File: config.mk
export PLATFORM = sky130hd
export DESIGN_NAME = ravens_spike_arbiter
export DESIGN_NICKNAME = d
export VERILOG_FILES = /design/src/rtl/dvs_ravens_pkg.sv /design/src/rtl/ravens_spike_arbiter.sv
export SDC_FILE = /design/constraint.sdc
export NUM_CORES = 1
export LEC_CHECK = 0
export CORE_ASPECT_RATIO = 1.75
export CORE_MARGIN = 2
export CORE_UTILIZATION = 45
export CTS_CLUSTER_DIAMETER = 30
export DETAILED_ROUTE_END_ITERATION = 7
export GPL_TIMING_DRIVEN = 1
export PLACE_DENSITY = 0.79
export SLEW_MARGIN = 20
export SYNTH_ARGS = -nofsm -noshare
export SYNTH_HDL_FRONTEND = slang
export SYNTH_SLANG_ARGS = --single-unit
File: constraint.sdc
create_clock -name clk -period 2.7 [get_ports clk]
set_clock_uncertainty 0.2 [all_clocks]
set_input_delay 0.54 -clock clk [delete_from_list [all_inputs] [get_ports clk]]
set_output_delay 0.54 -clock clk [all_outputs]
set_load 0.005 [all_outputs]
File: src/rtl/dvs_ravens_pkg.sv
// Shared RAVENS packet definitions for the dvs_ravens datapath.
package dvs_ravens_pkg;

   localparam int unsigned RAVENS_PKT_BITS = 32;

endpackage

File: src/rtl/ravens_spike_arbiter.sv
// Merges spike packets from two DVS channels through per-source FIFOs onto a
// single registered valid/ready stream using round-robin arbitration.
module ravens_spike_arbiter
   import dvs_ravens_pkg::*;
#(
   parameter int unsigned FIFO_DEPTH         = 4,
   parameter logic [7:0]  SRC1_NEURON_OFFSET = 8'd100,
   parameter int unsigned DROP_CNT_W         = 16
) (
   input  logic                       clk,
   input  logic                       rst,
   input  logic [RAVENS_PKT_BITS-1:0] in0_pkt,
   input  logic                       in0_valid,
   input  logic [RAVENS_PKT_BITS-1:0] in1_pkt,
   input  logic                       in1_valid,
   output logic [RAVENS_PKT_BITS-1:0] out_pkt,
   output logic                       out_valid,
   input  logic                       out_ready,
   output logic [DROP_CNT_W-1:0]      drop_cnt0,
   output logic [DROP_CNT_W-1:0]      drop_cnt1
);

   localparam int unsigned PW = RAVENS_PKT_BITS;
   localparam int unsigned AW = $clog2(FIFO_DEPTH);
   localparam int unsigned CW = AW + 1;
   localparam logic [2:0]  OP_SPIKE = 3'b000;

   logic [PW-1:0] mem0 [FIFO_DEPTH];
   logic [PW-1:0] mem1 [FIFO_DEPTH];
   logic [AW-1:0] wr_ptr0, rd_ptr0, wr_ptr1, rd_ptr1;
   logic [CW-1:0] count0, count1;
   logic          last_grant;

   logic          spike0_c, spike1_c;
   logic [PW-1:0] pkt1_mod_c;
   logic          empty0_c, empty1_c;
   logic          load_en_c;
   logic          grant_c;
   logic          pop0_c, pop1_c;
   logic          wr0_c, wr1_c;
   logic          drop0_c, drop1_c;

   // Spike qualification and source 1 neuron remap (8-bit add wraps mod 256).
   always_comb begin
      spike0_c   = in0_valid && (in0_pkt[PW-1 -: 3] == OP_SPIKE);
      spike1_c   = in1_valid && (in1_pkt[PW-1 -: 3] == OP_SPIKE);
      pkt1_mod_c = in1_pkt;
      pkt1_mod_c[12:5] = in1_pkt[12:5] + SRC1_NEURON_OFFSET;
   end

   // Round-robin grant, pop and write/drop decisions.
   always_comb begin
      empty0_c  = (count0 == '0);
      empty1_c  = (count1 == '0);
      load_en_c = !out_valid || out_ready;
      grant_c   = 1'b0;
      if (!empty0_c && !empty1_c) begin
         grant_c = ~last_grant;
      end else if (!empty1_c) begin
         grant_c = 1'b1;
      end
      pop0_c  = load_en_c && !empty0_c && !grant_c;
      pop1_c  = load_en_c && !empty1_c && grant_c;
      wr0_c   = spike0_c && ((count0 < CW'(FIFO_DEPTH)) || pop0_c);
      wr1_c   = spike1_c && ((count1 < CW'(FIFO_DEPTH)) || pop1_c);
      drop0_c = spike0_c && !wr0_c;
      drop1_c = spike1_c && !wr1_c;
   end

   // FIFO storage; contents need no reset since count gates every read.
   always_ff @(posedge clk) begin
      if (wr0_c) mem0[wr_ptr0] <= in0_pkt;
      if (wr1_c) mem1[wr_ptr1] <= pkt1_mod_c;
   end

   // FIFO pointers and occupancy.
   always_ff @(posedge clk or posedge rst) begin
      if (rst) begin
         wr_ptr0 <= '0;
         rd_ptr0 <= '0;
         count0  <= '0;
         wr_ptr1 <= '0;
         rd_ptr1 <= '0;
         count1  <= '0;
      end else begin
         if (wr0_c)  wr_ptr0 <= wr_ptr0 + AW'(1);
         if (pop0_c) rd_ptr0 <= rd_ptr0 + AW'(1);
         count0 <= count0 + CW'(wr0_c) - CW'(pop0_c);
         if (wr1_c)  wr_ptr1 <= wr_ptr1 + AW'(1);
         if (pop1_c) rd_ptr1 <= rd_ptr1 + AW'(1);
         count1 <= count1 + CW'(wr1_c) - CW'(pop1_c);
      end
   end

   // Arbitration history: remembers which source was popped last.
   always_ff @(posedge clk or posedge rst) begin
      if (rst) begin
         last_grant <= 1'b1;
      end else if (pop0_c) begin
         last_grant <= 1'b0;
      end else if (pop1_c) begin
         last_grant <= 1'b1;
      end
   end

   // Output register: reload when empty or consumed, otherwise hold.
   always_ff @(posedge clk or posedge rst) begin
      if (rst) begin
         out_pkt   <= '0;
         out_valid <= 1'b0;
      end else if (load_en_c) begin
         if (pop0_c) begin
            out_pkt   <= mem0[rd_ptr0];
            out_valid <= 1'b1;
         end else if (pop1_c) begin
            out_pkt   <= mem1[rd_ptr1];
            out_valid <= 1'b1;
         end else begin
            out_valid <= 1'b0;
         end
      end
   end

   // Saturating drop counters for spikes refused by a full FIFO.
   always_ff @(posedge clk or posedge rst) begin
      if (rst) begin
         drop_cnt0 <= '0;
         drop_cnt1 <= '0;
      end else begin
         if (drop0_c && (drop_cnt0 != '1)) drop_cnt0 <= drop_cnt0 + DROP_CNT_W'(1);
         if (drop1_c && (drop_cnt1 != '1)) drop_cnt1 <= drop_cnt1 + DROP_CNT_W'(1);
      end
   end

endmodule

==> results of run 1 <==
-- synthesized netlist by cell type, types with 11 or more instances --
cell type,n,area share [%]
sky130_fd_sc_hd__dfrtp_1,79,15
sky130_fd_sc_hd__nor2_1,37,1.0
sky130_fd_sc_hd__edfxtp_1,256,57
sky130_fd_sc_hd__mux2i_1,32,2.4
sky130_fd_sc_hd__ha_1,15,1.4
sky130_fd_sc_hd__xor2_1,27,1.8
sky130_fd_sc_hd__mux4_2,64,11
sky130_fd_sc_hd__xnor2_1,12,0.79
sky130_fd_sc_hd__nand2_1,11,0.31
sky130_fd_sc_hd__a21oi_1,34,1.3
sky130_fd_sc_hd__nand3_1,11,0.41
sky130_fd_sc_hd__buf_2,13,0.49
sky130_fd_sc_hd__clkbuf_1,14,0.39
sky130_fd_sc_hd__inv_1,16,0.45
-- area by class of cell --
cell class | instances | area share (%)
Antenna cell | 3 | 0.0438
Clock buffer | 45 | 5.88
Sequential cell | 336 | 56.6
Inverter | 19 | 0.438
Clock inverter | 24 | 1.53
Multi-Input combinational cell | 335 | 20.7
Tap cell | 382 | 2.79
Timing Repair Buffer | 201 | 12.0
-- sequential cells by signal, indices dropped and copies added (netlist names) --
name        cells
rd_ptr0         2
wr_ptr0         2
out_pkt        32
mem0          128
rd_ptr1         2
count1          3
last_grant      1
count0          3
drop_cnt0      16
mem1          128
drop_cnt1      16
wr_ptr1         2
out_valid       1
-- tightest hold or removal path: cells and delay by family --
family,cells,cell delay (ps)
buffers and inverters,1,110
AND/OR/NAND/NOR,2,270
-- cell usage in the layout, fill, tap and decap left out, types with 3 or more instances in the layout --
cell / synthesis / routed
sky130_fd_sc_hd__clkinv_4: 0 / 4
sky130_fd_sc_hd__mux2_1: 8 / 8
sky130_fd_sc_hd__clkbuf_16: 0 / 39
sky130_fd_sc_hd__and3_2: 0 / 8
sky130_fd_sc_hd__nor3b_1: 4 / 4
sky130_fd_sc_hd__clkinvlp_4: 0 / 5
sky130_fd_sc_hd__ha_1: 15 / 14
sky130_fd_sc_hd__nand3_1: 11 / 11
sky130_fd_sc_hd__clkinv_2: 0 / 3
sky130_fd_sc_hd__inv_2: 3 / 3
sky130_fd_sc_hd__nor2_1: 37 / 37
sky130_fd_sc_hd__buf_12: 0 / 17
sky130_fd_sc_hd__inv_1: 16 / 15
sky130_fd_sc_hd__nor3_1: 10 / 10
sky130_fd_sc_hd__xnor2_1: 12 / 12
sky130_fd_sc_hd__clkbuf_1: 14 / 5
sky130_fd_sc_hd__bufinv_16: 0 / 3
sky130_fd_sc_hd__edfxtp_1: 256 / 256
sky130_fd_sc_hd__a21oi_1: 34 / 33
sky130_fd_sc_hd__nor4_2: 4 / 4
sky130_fd_sc_hd__nor4_1: 10 / 10
sky130_fd_sc_hd__dfrtp_2: 0 / 6
sky130_fd_sc_hd__xor2_1: 27 / 26
sky130_fd_sc_hd__nand2_1: 11 / 11
sky130_fd_sc_hd__nand4_1: 8 / 8
sky130_fd_sc_hd__buf_4: 0 / 51
sky130_fd_sc_hd__mux2i_1: 32 / 32
sky130_fd_sc_hd__diode_2: 0 / 3
sky130_fd_sc_hd__dfrtp_1: 79 / 73
sky130_fd_sc_hd__clkdlybuf4s50_1: 0 / 132
sky130_fd_sc_hd__mux4_2: 64 / 64
sky130_fd_sc_hd__inv_6: 0 / 7
-- timing repair --
item | 4_1_cts | 5_1_grt
endpoints found under the hold margin | 0 | 0
setup endpoints to repair | 0 | 2
resized for setup | 0 | 9
hold buffers | 0 | 0
setup buffers | 0 | 5
-- path summary, 6_finish.rpt --
kind | start | to | slack, ps | depth (start not counted)
hold reg to reg | drop_cnt1[11]$_DFFE_PP0P_ | drop_cnt1[11]$_DFFE_PP0P_ | 300 | 1
setup / recovery | out_valid$_DFFE_PP0P_ | count0[2]$_DFF_PP0_ | 80 | 11
hold / removal | out_ready | out_valid$_DFFE_PP0P_ | 270 | 3
max in group asynchronous | rst | count1[1]$_DFF_PP0_ | 1600 | 3
min in group asynchronous | rst | out_pkt[13]$_DFFE_PP0P_ | 300 | 3
setup reg to reg | out_valid$_DFFE_PP0P_ | count0[2]$_DFF_PP0_ | 80 | 11
-- power by group through the flow --
stage	Clock, W	Combinational [W]	Sequential, W
2_1_floorplan	0	0.00249	0.00647
3_3_place_gp	0	0.00400	0.00665
3_5_place_dp	0	0.00409	0.00667
4_1_cts	0.00523	0.00413	0.00658
5_1_grt	0.00541	0.00445	0.00663
6_report	0.00514	0.00411	0.00656
-- per-stage QoR --
step	setup slack, ps	TNS (ps)	area, um^2	cells
final	79.0	0	17100	1345
after CTS	38.6	0	17100	1337
after detailed placement	-384	-3640	15800	1268
after floorplan	-66.0	-66.0	13400	718
after global routing	-7.30	-7.30	17100	1344
after global placement	-349	-2960	15800	1268
-- per-layer routing --
layer  share of wire [%]  up-vias  wire (um)
met4                 3.2        0        920
li1                    -     3262          -
met3                 4.5       60       1300
met1                  36     3761      10400
met2                  56      208      16300
met5                   0        -          0
-- cell families after synthesis --
logic type                 share of synthesized area [%]
buffers and inverters                               1.50
DFF                                                 72.4
muxes                                               13.8
xor gates and xnor gates                            2.55
AOI/OAI and AO/OA                                   2.26
adders and majority gates                           1.70
and+or+nand+nor                                     5.76
==> impl.org, run 1 <==
** Clock network
- Clock-pin slew was measured on the worst setup and hold paths at 50 ps.
- CTS max path bufs :: 3
- CTS tree :: yes
- TritonCTS created 38 clock buffers.
- For this design, the sink count on the clock tree is 336.
- The H-tree was split into 2 levels.
- CTS placed an instance of sky130_fd_sc_hd__clkbuf_16 at the clock tree root.
- Clock insertion delay at the later pin of the skew report :: 520 ps

** GRT
- Global routing consumed, on the met1 layer, 21.2% of the routing resources.
- Overall track demand over capacity in global routing :: 18.9%
- Met2 track demand over resource in global routing :: 35.4%
- Entering global routing, the biggest net connects 81 pins.
- GRT busiest layer :: met2
- The first global-routing pass estimated 44.0 mm of wire.
- Global routing consumed, on the met3 layer, 3.06% of the routing resources.
- Global route total overflow :: 0
- The initial antenna violation count came to 2.
- The number of global-route vias before repair was 7712.

** STA
- Pins Over Slew Limit :: 0
- In the finished design, the share of the clock period the worst path needs comes to 97.1%.
- At the pin with the least slew margin, the transition time is 691 ps.
- Time the worst path needs with I/O delays and setup :: 2620 ps
- Measured against its own limit, the worst slew margin works out to 53.5%.
- On the final layout, the worst hold slack is 271 ps.
- The count of final hold-check violations is 0.
- Achievable clock frequency :: 0.382 GHz
- Setup violations remaining at the end of the flow were counted as 0.

** Synth
- Register bit total from synthesis :: 336
- Number of warnings issued by yosys :: 0
- In the synthesized netlist the dominant register cell turns out to be sky130_fd_sc_hd__edfxtp_1.
- Share of synthesized flip-flops with an asynchronous set or reset :: 23.8%
- Post-synthesis net count :: 804
- The synthesized netlist occupies a cell area of 13400 um^2.
- Of the synthesized area, sequential elements account for 72.4%.
- The netlist uses 52 different library cells.
- In this run, synthesis inferred 256 flip-flops with an integrated enable.
- After synthesis, the mean cell area works out to 18.6 um^2.
- Counting every instance in the synthesized netlist gives 718.

** Routing
- Remaining number of nets flagged by the antenna check after routing :: 0
- After detailed routing, the total wire length is 29.0 mm.
- Using the TritonRoute via totals, the vias-per-cell ratio works out to 5.42.
- DRC errors left :: 0
- Drt first-iter violations :: 441
- Before antenna repair, the detailed router went through 5 iterations.
- Summing over every cut layer, the via total after detailed routing is 7291.
- In the final routed layout, each cell accounts on average for 21.5 um.

** Floorplanning
- Initial core utilization :: 45.7%
- Die height :: 232 um
- Total Die Area :: 31200 um^2
- IO Pins :: 134
- Standard-cell row count :: 83
- The floorplan step set the die width to 134 um.
- Std-Cell Core Area :: 29300 um^2

** Finish
- Across the whole layout, storage elements account for 9700 um^2.
- The multi-input combinational cells in the finished layout cover a total of 3550 um^2.
- Layout area overhead :: 28.0%
- At the end of the flow, the number of nets in the layout was 1017.
- Share of layout cells above drive strength 1 :: 25.4%
- Fill cells in the final layout number 2159.
- Cells fill 58.5% of the core in the end.

** Critical path
- Maximum cell stage delay along the critical path :: 380 ps
- The critical path in this run is classified as reg -> reg.
- In this run the worst path has a maximum fanout of 3.
- The critical path goes through nor2b_2, buf_4, o31ai_4, and2_4, inv_2, ha_1, inv_1, ha_2, fa_2, xor2_2, xnor2_1.
- The worst setup path is launched from a flop.
- Kind of cell with the highest combined delay on the critical path :: adder cells
- CP arrival :: 2810 ps
- Data on the critical path is required at its endpoint by 2890 ps.
- Cell with the largest stage delay on the worst path :: sky130_fd_sc_hd__dfrtp_1
- Number of buffer and inverter stages on the critical path :: 3
- Sort of element at the end of the critical path :: flop

** Power and ir drop
- Power per standard cell area :: 923 nW/um^2
- Power dissipated by switching net loads :: 0.00437 W
- Combinational fraction of design power :: 26.0%
- Sequential power share :: 41.5%
- Cell internal power was estimated by the tool at 0.0114 W.
- Total power for the finished layout comes to 0.0158 W.
- Switching share of power :: 27.7%
- Part of the total power dissipated in the clock network :: 32.5%
- Summed over all cells, the static leakage comes to 6.27 nW.
- IR analysis of the VDD net gives a maximum drop of 0.000530 V.

** Run
- The tool flagged a number of max-cap violations equal to 0.

** Placement
- The congestion estimate from routability-driven global placement came to 0.776.
- Port Buffer Count :: 133
- Detailed placement finished with a half-perimeter wire length of 19.1 mm.

** Status
- Run status :: complete, no violations

** Min path
- The tightest min-delay check is of the in -> reg type.
Note: power is estimated with default switching activity, not from simulation.
==> inputs of run 2 (changes only) <==
- GPL_ROUTABILITY_DRIVEN: default -> 0
- PLACE_DENSITY: 0.79 -> 0.76
- clock period: 2.7 -> 3.2 ns (I/O delays scaled with it)
==> impl.org, run 2 (synthesized netlist as in run 1, its figures left out) <==
** Status
- The flow ran to the end, and the final reports show no timing, DRC or antenna violations.

** Placement
- HPWL after DPL :: 18.4 mm (-3.7%)
- The number of buffers added on ports is 133 (unchanged).
- The number of placed instances, taps included was 1252 (-1.3%).

** GRT
- Pin count of the biggest net entering global routing :: 44 (-46%)
- The number of global-route vias before repair came to 7775 (+0.82%).
- The global-route wire length before repair is 44.1 mm (about the same).
- The overflow left after global routing was 0 (unchanged).
- The initial antenna violation count came to 1 (-1).
- The total global routing track utilization is 18.9% (+0.021 points).

** Power and ir drop
- Switching share of power :: 27.2% (-0.51 points)
- The combinational fraction of design power came to 22.6% (-3.4 points).
- Power per standard cell area :: 800 nW/um^2 (-13%)
- The leakage power of the design is 6.23 nW (-0.66%).
- The fraction of power consumed by sequential logic was 42.0% (+0.5 points).
- The internal power was 0.00991 W (-13%).
- The clock power share is 35.4% (+2.9 points).
- The switching power came to 0.00369 W (-16%).
- The highest ir drop seen on vdd came to 0.000535 V (+0.86%).

** STA
- Pins Over Slew Limit :: 0 (unchanged)
- Number of setup violations in the final report :: 0 (unchanged)
- Time the worst path needs with I/O delays and setup :: 2760 ps (+136 ps)
- Final hold violation count :: 0 (unchanged)
- Relative slew slack :: 43.8% (-9.7 points)
- Final-layout worst hold slack :: 307 ps (+35.7 ps)
- The highest clock frequency the design can meet came to 0.363 GHz (-4.9%).
- Slew at the pin closest to its max-slew limit :: 843 ps (+152 ps)
- RSZ-0062 raised after global routing :: false
- Portion of the clock cycle consumed by the worst path in the final layout :: 86.2% (-11 points)

** Finish
- Largest registers :: mem0 x128, mem1 x128, out_pkt x32
- In the layout the commonest cells are 256 x sky130_fd_sc_hd__edfxtp_1, 133 x sky130_fd_sc_hd__clkdlybuf4s50_1, 75 x sky130_fd_sc_hd__dfrtp_1.
- Most common library cell in the layout ignoring fill and taps :: sky130_fd_sc_hd__edfxtp_1
- Fin util :: 58.0% (-0.48 points)
- Layout area overhead :: 27.0%
- The fraction of layout cells with a size suffix above 1 was 23.6% (-1.8 points).
- Net count of the finished layout :: 1001 (-1.6%)
- Fin cells :: 1332 (-0.97%)
- The fill cell instance count of the final layout is 2221 (+2.9%).

** Critical path
- Maximum fanout along the worst path :: 6 (+3)
- Cell with the largest stage delay on the worst path :: sky130_fd_sc_hd__dfrtp_1
- The worst register-to-register path ends at count1[2]$_DFF_PP0_.
- The critical path data arrival time is 3000 ps (+190 ps).
- Count of cells along the worst register-to-register path :: 11 (unchanged)
- Crit start category :: flop
- Required time of the critical path :: 3440 ps (+550 ps)
- Startpoint-to-endpoint class of the critical path :: reg -> reg
- The flop-to-flop setup slack came to 440 ps (+360 ps).
- The worst register-to-register path begins at count0[2]$_DFF_PP0_.
- Maximum cell stage delay along the critical path :: 460 ps (+80 ps)
- Sort of element at the end of the critical path :: flop
- Traced cell by cell, the critical path runs through o31a_1, o21ai_1, and2_1, inv_2, ha_1, inv_1, ha_1, inv_1, fa_1, xnor2_1, xnor2_1.

** Clock network
- CTS max path bufs :: 3 (unchanged)
- TritonCTS built the clock tree.
- CTS clk-pin slew, worst paths :: 60 ps (about the same)
- Clock Tree Root :: sky130_fd_sc_hd__clkbuf_16
- H-tree levels :: 2 (unchanged)
- The number of buffers added to fix hold violations after cts was 0 (unchanged).
- The number of clock sinks came to 336 (unchanged).
- The number of setup buffers added after CTS is 0 (unchanged).
- The insertion delay of the later-clocked pin in the worst-skew pair is 550 ps (+30 ps).
- The number of buffers added by the clock tree synthesis step is 43 (+13%).
- The total of cells resized after clock tree synthesis was 0 (unchanged).

** Routing
- DRC errors left :: 0 (unchanged)
- The number of iterations in the first detailed-routing pass is 5 (unchanged).
- The number of nets with antenna violations after detailed routing is 0 (unchanged).
- The total via count in the routed design was 7183 (-1.5%).
- Detailed Route WL :: 28.5 mm (-1.7%)
- Vias per Instance :: 5.39 (-0.52%)
- The post-detailed-route wirelength per cell was 21.4 um (-0.79%).
- Drt first-iter violations :: 394 (-11%)

** Floorplanning
- The number of top-level design ports came to 134 (unchanged).
- The total number of placement rows is 83 (unchanged).
- Die height :: 232 um (unchanged)
- Std-Cell Core Area :: 29300 um^2 (unchanged)
- The area of the die came to 31200 um^2 (unchanged).
- Initial core utilization :: 45.7% (unchanged)
- The chip width is 134 um (unchanged).

** Min path
- Kind of path behind the tightest hold check :: in -> async

** Run
- Number of max-cap violations :: 0 (unchanged)
[run 2: cell types whose count changed in the layout (fill, tap and decap cells not counted), moves of 2 or more]
cell,change
sky130_fd_sc_hd__dfrtp_1,+2
sky130_fd_sc_hd__clkinv_4,-3
sky130_fd_sc_hd__buf_4,-10
sky130_fd_sc_hd__dfrtp_2,-2
sky130_fd_sc_hd__fa_1,+2
sky130_fd_sc_hd__buf_12,-11
sky130_fd_sc_hd__inv_8,+2
sky130_fd_sc_hd__diode_2,-2
sky130_fd_sc_hd__fa_2,-2
sky130_fd_sc_hd__clkbuf_8,+8
sky130_fd_sc_hd__clkbuf_1,-2
sky130_fd_sc_hd__and2_1,+2
sky130_fd_sc_hd__clkbuf_16,+4
sky130_fd_sc_hd__and2_4,-2
[run 2: power by group through the flow]
stage	sequential, W	clock, W	combinational, W
6_report	0.00572	0.00482	0.00307
5_1_grt	0.00579	0.00510	0.00335
4_1_cts	0.00573	0.00492	0.00314
3_5_place_dp	0.00581	0	0.00312
3_3_place_gp	0.00580	0	0.00306
2_1_floorplan	0.00546	0	0.00210
[run 2: cell type report]
type                       count  area, um^2  share of cell area, %
antenna                        1        2.50                 0.0147
clock buffer                  55        1210                   7.13
clock inverter                24         251                   1.48
inverter                      19        73.8                  0.434
multi-input combinational    335        3520                   20.7
sequential                   336        9700                   57.0
tap                          382         478                   2.81
timing repair buffer         180        1760                   10.4
[run 2: critical path: cells and delay by family (launching register included)]
kind | cells | cell delay (ps)
flip-flops | 1 | 460
AO/OA/AOI/OAI | 2 | 590
buffers and inverters | 3 | 140
adder cells (fa/ha/maj) | 3 | 760
XOR/XNOR | 2 | 330
AND/OR/NAND/NOR | 1 | 200
[run 2: metal layers]
layer,global-route usage (%),up-vias,share of wire [%],routed length [um]
li1,-,3231,-,-
met4,7.47,0,3.4,967
met2,34.3,210,54,15500
met1,22.4,3689,38,10700
met5,0,-,0,0
met3,3.08,53,4.5,1290
[run 2: how the worst max path moves through the flow]
stage                     slack, ps                   to                 from
after floorplan                 310  count0[0]$_DFF_PP0_                  rst
after global placement          -50  count0[2]$_DFF_PP0_            out_ready
after detailed placement        -60  count0[2]$_DFF_PP0_            out_ready
after CTS                       430  count1[2]$_DFF_PP0_  count0[2]$_DFF_PP0_
after global routing            250  count1[2]$_DFF_PP0_  count0[2]$_DFF_PP0_
final                           440  count1[2]$_DFF_PP0_  count0[2]$_DFF_PP0_
[run 2: stage by stage]
step                cell area, um^2  setup TNS (ps)  worst slack (ps)  total power (W)
finish                        17000               0               443           0.0136
global route                  17000               0               255           0.0142
CTS                           17000               0               430           0.0138
detailed placement            15500           -84.7             -59.4          0.00893
global placement              15500           -50.5             -50.5          0.00886
floorplan                     13400               0               308          0.00756
